<file path="src/rtl/stopwatch_bcd.sv">
// stopwatch_bcd: 24-hour BCD stopwatch counting synchronised tick_in edges.
// Run/pause is toggled by start_stop; clear zeroes the time and returns to IDLE.
module stopwatch_bcd #(
   parameter int SYNC_STAGES = 2
) (
   input  logic       clock_in,
   input  logic       reset,
   input  logic       tick_in,
   input  logic       start_stop,
   input  logic       clear,
   output logic [3:0] sec_ones,
   output logic [2:0] sec_tens,
   output logic [3:0] min_ones,
   output logic [2:0] min_tens,
   output logic [3:0] hr_ones,
   output logic [1:0] hr_tens,
   output logic       running,
   output logic       rollover
);
   localparam logic [1:0] IDLE   = 2'd0;
   localparam logic [1:0] RUN    = 2'd1;
   localparam logic [1:0] PAUSED = 2'd2;

   logic [SYNC_STAGES-1:0] sync;
   logic                   hist;
   logic                   tick_pulse;
   logic [1:0]             state;
   logic [1:0]             state_n;
   logic                   count;
   logic                   c1, c2, c3, c4, day_end;
   logic [3:0]             sec_ones_n, min_ones_n, hr_ones_n;
   logic [2:0]             sec_tens_n, min_tens_n;
   logic [1:0]             hr_tens_n;

   assign tick_pulse = sync[SYNC_STAGES-1] & ~hist;

   always_comb begin
      state_n = clear ? IDLE : !start_stop ? state : (state == RUN) ? PAUSED : RUN;
      count   = !clear && state == RUN && tick_pulse;
   end

   // Full carry chain computed combinationally so every digit moves on one edge.
   always_comb begin
      c1         = sec_ones == 4'd9;
      c2         = c1 && sec_tens == 3'd5;
      c3         = c2 && min_ones == 4'd9;
      c4         = c3 && min_tens == 3'd5;
      day_end    = c4 && hr_tens == 2'd2 && hr_ones == 4'd3;
      sec_ones_n = c1 ? 4'd0 : sec_ones + 4'd1;
      sec_tens_n = !c1 ? sec_tens : c2 ? 3'd0 : sec_tens + 3'd1;
      min_ones_n = !c2 ? min_ones : c3 ? 4'd0 : min_ones + 4'd1;
      min_tens_n = !c3 ? min_tens : c4 ? 3'd0 : min_tens + 3'd1;
      hr_ones_n  = day_end ? 4'd0 : !c4 ? hr_ones : (hr_ones == 4'd9) ? 4'd0 : hr_ones + 4'd1;
      hr_tens_n  = day_end ? 2'd0 : (c4 && hr_ones == 4'd9) ? hr_tens + 2'd1 : hr_tens;
   end

   always_ff @(posedge clock_in or posedge reset) begin
      if (reset) begin
         sync     <= '0;
         hist     <= 1'b0;
         state    <= IDLE;
         running  <= 1'b0;
         rollover <= 1'b0;
         sec_ones <= 4'd0;
         sec_tens <= 3'd0;
         min_ones <= 4'd0;
         min_tens <= 3'd0;
         hr_ones  <= 4'd0;
         hr_tens  <= 2'd0;
      end else begin
         sync     <= {sync[SYNC_STAGES-2:0], tick_in};
         hist     <= sync[SYNC_STAGES-1];
         state    <= state_n;
         running  <= state_n == RUN;
         rollover <= count && day_end;
         if (clear) begin
            sec_ones <= 4'd0;
            sec_tens <= 3'd0;
            min_ones <= 4'd0;
            min_tens <= 3'd0;
            hr_ones  <= 4'd0;
            hr_tens  <= 2'd0;
         end else if (count) begin
            sec_ones <= sec_ones_n;
            sec_tens <= sec_tens_n;
            min_ones <= min_ones_n;
            min_tens <= min_tens_n;
            hr_ones  <= hr_ones_n;
            hr_tens  <= hr_tens_n;
         end
      end
   end
endmodule
</file>
<file path="config.mk">
export PLATFORM = sky130hd
export DESIGN_NAME = stopwatch_bcd
export DESIGN_NICKNAME = d
export VERILOG_FILES = /design/src/rtl/stopwatch_bcd.sv
export SDC_FILE = /design/constraint.sdc
export NUM_CORES = 1
export LEC_CHECK = 0
export ABC_AREA = 1
export CAP_MARGIN = 5
export CORE_MARGIN = 10
export CORE_UTILIZATION = 56
export DETAILED_ROUTE_END_ITERATION = 8
export DONT_BUFFER_PORTS = 1
export PLACE_DENSITY = 0.85
export SLEW_MARGIN = 20
export SYNTH_ARGS = -nofsm -noshare
export SYNTH_HDL_FRONTEND = slang
export SYNTH_SLANG_ARGS = --single-unit
</file>
<file path="constraint.sdc">
create_clock -name clock_in -period 1.35 [get_ports clock_in]
set_input_delay 0.27 -clock clock_in [delete_from_list [all_inputs] [get_ports clock_in]]
set_output_delay 0.27 -clock clock_in [all_outputs]
set_load 0.05 [all_outputs]
</file>
======== After elaboration in Yosys (flattened, before gate mapping) ========
Index checks and enable logic that the tools add are counted.
W data, S select, Z words.
storage, ports and cells
  register bits ........................... 27
  output and inout bits ................... 22
  word-level logic and storage cells ...... 76
  input bits .............................. 5
cells by class
  eq/ne operators ......................... 9
  add/sub/neg operators ................... 6
  reduce and logical (&&, ||, !) cells .... 21
  muxes and demuxes ....................... 27
  bitwise gates (word level) .............. 2
operators by type and width
  operator               number
  $mux W4                12
  $mux W3                8
  $mux W2                7
  $add A4 B1 Y4 const B  3
  $eq A4 B4 Y1 const B   3
  $reduce_and A2 Y1      5
  $logic_and A1 B1 Y1    9
  $reduce_bool A2 Y1     4
  $add A3 B1 Y3 const B  2
  $eq A3 B3 Y1 const B   2
  $reduce_bool A3 Y1     2
  $eq A2 B1 Y1 const B   2
  $eq A4 B2 Y1 const B   1
  $add A2 B1 Y2 const B  1
  $eq A2 B2 Y1 const B   1
  $and A1 B1 Y1          1
  $logic_not A1 Y1       1
  $not A1 Y1             1

======== Depth between registers and ports, before layout ========
  word-level depth ........................ 9
  depth in mapped cells ................... 9
  gate-level depth less buffers ........... 9

======== Worst setup path before layout ========
Ideal clock, no wire load.
  path kind ............................... flip-flop to flip-flop
  from .................................... register sec_ones[0]
  to ...................................... register hr_ones[0]
  cell stages (with the launch flop) ...... 9
  library setup time ...................... 0.120 ns
  setup slack ............................. -0.422 ns
  arrival time ............................ 1.652 ns
  path buffers ............................ 0
  clock period less this slack ............ 1.772 ns
  required time ........................... 1.230 ns
  cells stage by stage .................... dfrtp_1 > ha_1 > nand3_4 > nor2_4 > nand3_2 > o21ai_4 > inv_1 > nand2_1 > o21ai_2
on the way
  longest elaborated chain between the ends .. 9
  elaborated cells between the ends (all ways) .. 11
  those cells by class .................... eq/ne (1); mux (3); reduce/logical (7)
ends and longest elaborated chain
  element                           line  text
  from (decl)                       11    output logic [3:0] sec_ones,
  from (signal assigned)            84    sec_ones <= sec_ones_n;
  $eq A4 B4 Y1 *                    44    c1 = sec_ones == 4'd9;
  $logic_and A1 B1 Y1 *             45    c2 = c1 && sec_tens == 3'd5;
  $logic_and A1 B1 Y1 *             46    c3 = c2 && min_ones == 4'd9;
  $logic_and A1 B1 Y1 *             47    c4 = c3 && min_tens == 3'd5;
  $logic_and A1 B1 Y1 (2 in a row)  48    day_end = c4 && hr_tens == 2'd2 && hr_ones == 4'd3;
  $mux W4                           53    hr_ones_n = day_end ? 4'd0 : !c4 ? hr_ones : (hr_ones == 4'd9) ? 4'd0 : hr_ones + 4'd1;
  $mux W4                           83    end else if (count) begin
  $mux W4                           76    if (clear) begin
  to (signal assigned)              88    hr_ones <= hr_ones_n;
  to (decl)                         15    output logic [3:0] hr_ones,
Every way passes the cells marked *; elsewhere a longest branch is shown, timed or not. The select of a mux whose other input is x is not followed.
A chain may end at the register's enable or synchronous reset.

======== Final worst setup path ========
  from .................................... register sec_ones[1]
  to ...................................... register hr_ones[1]
Same word-level chain as after synthesis.

==> flow_summary.ini <==
[status]
status = complete, but fails checks
violations = setup timing

[synthesis]
yosys_warnings = 0
synth_ff_type = dfrtp_1
ys_seq_area_frac = 0.457
synthMuxAreaShare = 0
synth_compound_area_frac = 0.108
async_flop_share = 1.00
syn_inst = 162
synthSimpleGateAreaFrac = 0.249
synth_edf_count = 0
synth_nets = 178
ys_types = 31
synth_seq_cells = 27
synthXorXnorAreaFrac = 0.0237
synth_top_family_by_area = simple AND/OR/NAND/NOR gates
syn_area_per_cell_um2 = 9.12
netlist_area_um2 = 1480
synth_fa_ha_area_frac = 0.0931

[route]
highest_layer = met4
first_pass_iters = 7
wl_met3_um = 252
via_per_inst = 5.56
wl_met1_um = 1560
wl_per_cell_um = 17.1
routed_wl_um = 4060
first_iter_violations = 99
drt.antenna.violating_nets = 0
via_count = 1323
dr_wl_met2_um = 2110
drc = 0

[setup_path]
arrival_ps = 1850
crit_buf_inv = 2
cp-end-kind = flop
r2r_cells = 9
r2r-start = sec_ones[1]$_DFFE_PP0P_
cp-start-kind = flop
cp_max_fo = 5
crit_family = simple AND/OR/NAND/NOR gates
cp.required_ps = 1590
crit_path_max_incr_delay_ps = 440
cp_slowest_cell = dfrtp_2
crit_chain = inv_2 -> ha_4 -> nand3_4 -> nor2_4 -> nand3_4 -> o21ai_4 -> inv_2 -> nand2_2 -> o21ai_2
crit_type = flop to flop
r2r-end = hr_ones[1]$_DFFE_PP0P_
regToRegSetupSlack_ps = -260

[clocking]
path_clk_slew_ps = 160
cts_tree = built
clockRootBuffer = clkbuf_4
clock-sinks = 27
htreeDepth = 1
cts_buffer_depth = 2
cts_buffers = 3
clk_latency_ps = 340

[global_routing]
grt_usage = 0.135
antenna_found_initial = 0
grt_max_degree = 28
grt_pass1_wl_um = 5730
grt_overflow = 0
grt_pass1_vias = 1265

[floorplanning]
die_x_um = 71.4
initial_utilization = 0.591
dieHeight_um = 71.4
design.portCount = 27
dieArea_um2 = 5090
core_um2 = 2500
row_count = 18

[placed_design]
place.gp.congestion = 0.800
hpwl_um = 2510
numPortBuffers = 0
placed_cells = 221

[sta]
setup_ws_ps = -259
tightest_slew_ps = 445
finalSetupViolCount = 17
max_freq_mhz = 622
min_period_over_period = 1.19
rsz0062_at_grt = true
slew_viol_final = 0
hold_viol = 0
skew_ps = 13.4
min_period_ps = 1610
slew_headroom = 0.704

[final_layout]
layout_commonest_cell = buf_4
diodes = 0
fillers = 127
finalNonFillerCells = 238
layout-drive-gt1-share = 0.457
fin_nets = 225
area_delta_synth_final_pct = 40.3
final_util = 0.829
final_cell_mix = buf_4, nand2_1, dfrtp_1

[run]
maxCapViolCount = 0

[power]
leakage_uw = 0.000931
vdd_ir_drop_max_uv = 858
power_density_nw_per_um2 = 966

[min_path]
hp-class = input pin to flop
min_path_cells = 3
holdPathEnd = state[1]$_DFF_PP0_
hp-start = start_stop
layer usage:
metal,vias up,GRT usage
met4,0,0.0624
met2,45,0.239
met1,639,0.141
met5,-,0
li1,622,-
met3,17,0.0455
final cells by class:
| cell class | instances | area (µm²) | share of cell area |
|---|---|---|---|
| inverters | 23 | 86.3 | 0.0416 |
| well taps | 30 | 37.5 | 0.0181 |
| multi-input cells | 110 | 871 | 0.420 |
| flip-flops and latches | 27 | 687 | 0.331 |
| clock buffers | 3 | 22.5 | 0.0109 |
| clock inverters | 1 | 7.51 | 0.00362 |
| repair buffers | 44 | 362 | 0.174 |
worst reg2reg max path: stages, from the launching register on:
cell	delay, ps
dfrtp_2	440
inv_2	80
ha_4	130
nand3_4	90
nor2_4	210
nand3_4	120
o21ai_4	230
inv_2	80
nand2_2	70
o21ai_2	40
synth_stat cells (2+ instances only):
cell type | instances | area, µm²
o21ai_2 | 2 | 17.5
nand3b_1 | 2 | 15.0
dfrtp_1 | 27 | 676
nand2_2 | 2 | 12.5
nand3_1 | 7 | 35.0
nor3_1 | 4 | 20.0
nand4_1 | 3 | 18.8
nand2_1 | 33 | 124
nor2_2 | 2 | 12.5
nor2_1 | 9 | 33.8
xor2_1 | 3 | 26.3
ha_1 | 11 | 138
nand4_2 | 2 | 25.0
o21ai_1 | 7 | 35.0
a21oi_1 | 4 | 20.0
o21ai_0 | 8 | 40.0
inv_1 | 22 | 82.6
through the flow:
| step | hold WS [ps] | total power (µW) | instance area, µm² | TNS, ps | worst slack, ps |
|---|---|---|---|---|---|
| 2_1_floorplan | 301 | 1350 | 1510 | -2610 | -282 |
| 3_3_place_gp | 238 | 1490 | 1760 | -540 | -93.3 |
| 3_5_place_dp | 244 | 1510 | 1760 | -1470 | -178 |
| 4_1_cts | 3.13 | 1920 | 1900 | -1750 | -177 |
| 5_1_grt | 138 | 2090 | 2070 | -4500 | -381 |
| 6_report | 123 | 2000 | 2070 | -2800 | -259 |
cell families after synthesis:
group,Yosys count
AO/OA/AOI/OAI,26
XOR/XNOR,4
adder cells (fa/ha/maj),11
buffers and inverters,25
flip-flops,27
AND/OR/NAND/NOR,69
state kept, by name (all words and copies together) (netlist names), 2 cells and up:
register and cells:
min_ones 4, hr_ones 4, min_tens 3, state 2, sec_ones 4, sync 2, sec_tens 3, hr_tens 2
report_power, final:
group | switching [µW] | internal [µW]
logic | 446 | 240
registers | 65.1 | 879
clock network | 260 | 114
what timing repair did:
| item | CTS | global route |
|---|---|---|
| cloned | 0 | 0 |
| setup buffers | 2 | 7 |
| hold buffers | 3 | 1 |
| endpoints found under the setup margin | 20 | 20 |
| resized for setup | 19 | 26 |
| pin swaps | 4 | 5 |
| hold endpoints to repair | 29 | 1 |
worst max-delay path by stage:
stage                                       start                endpoint  slack [ps]  cells past startpoint
after floorplan           sec_ones[1]$_DFFE_PP0P_  hr_ones[2]$_DFFE_PP0P_        -280                      9
after global placement    sec_ones[1]$_DFFE_PP0P_  hr_ones[0]$_DFFE_PP0P_         -90                      9
after detailed placement  min_ones[1]$_DFFE_PP0P_  hr_ones[0]$_DFFE_PP0P_        -180                      9
after CTS                 sec_ones[1]$_DFFE_PP0P_  hr_ones[1]$_DFFE_PP0P_        -180                      9
after global routing      sec_ones[1]$_DFFE_PP0P_  hr_ones[2]$_DFFE_PP0P_        -380                      8
final                     sec_ones[1]$_DFFE_PP0P_  hr_ones[1]$_DFFE_PP0P_        -260                      9
Power figures use the tool's default switching activity.
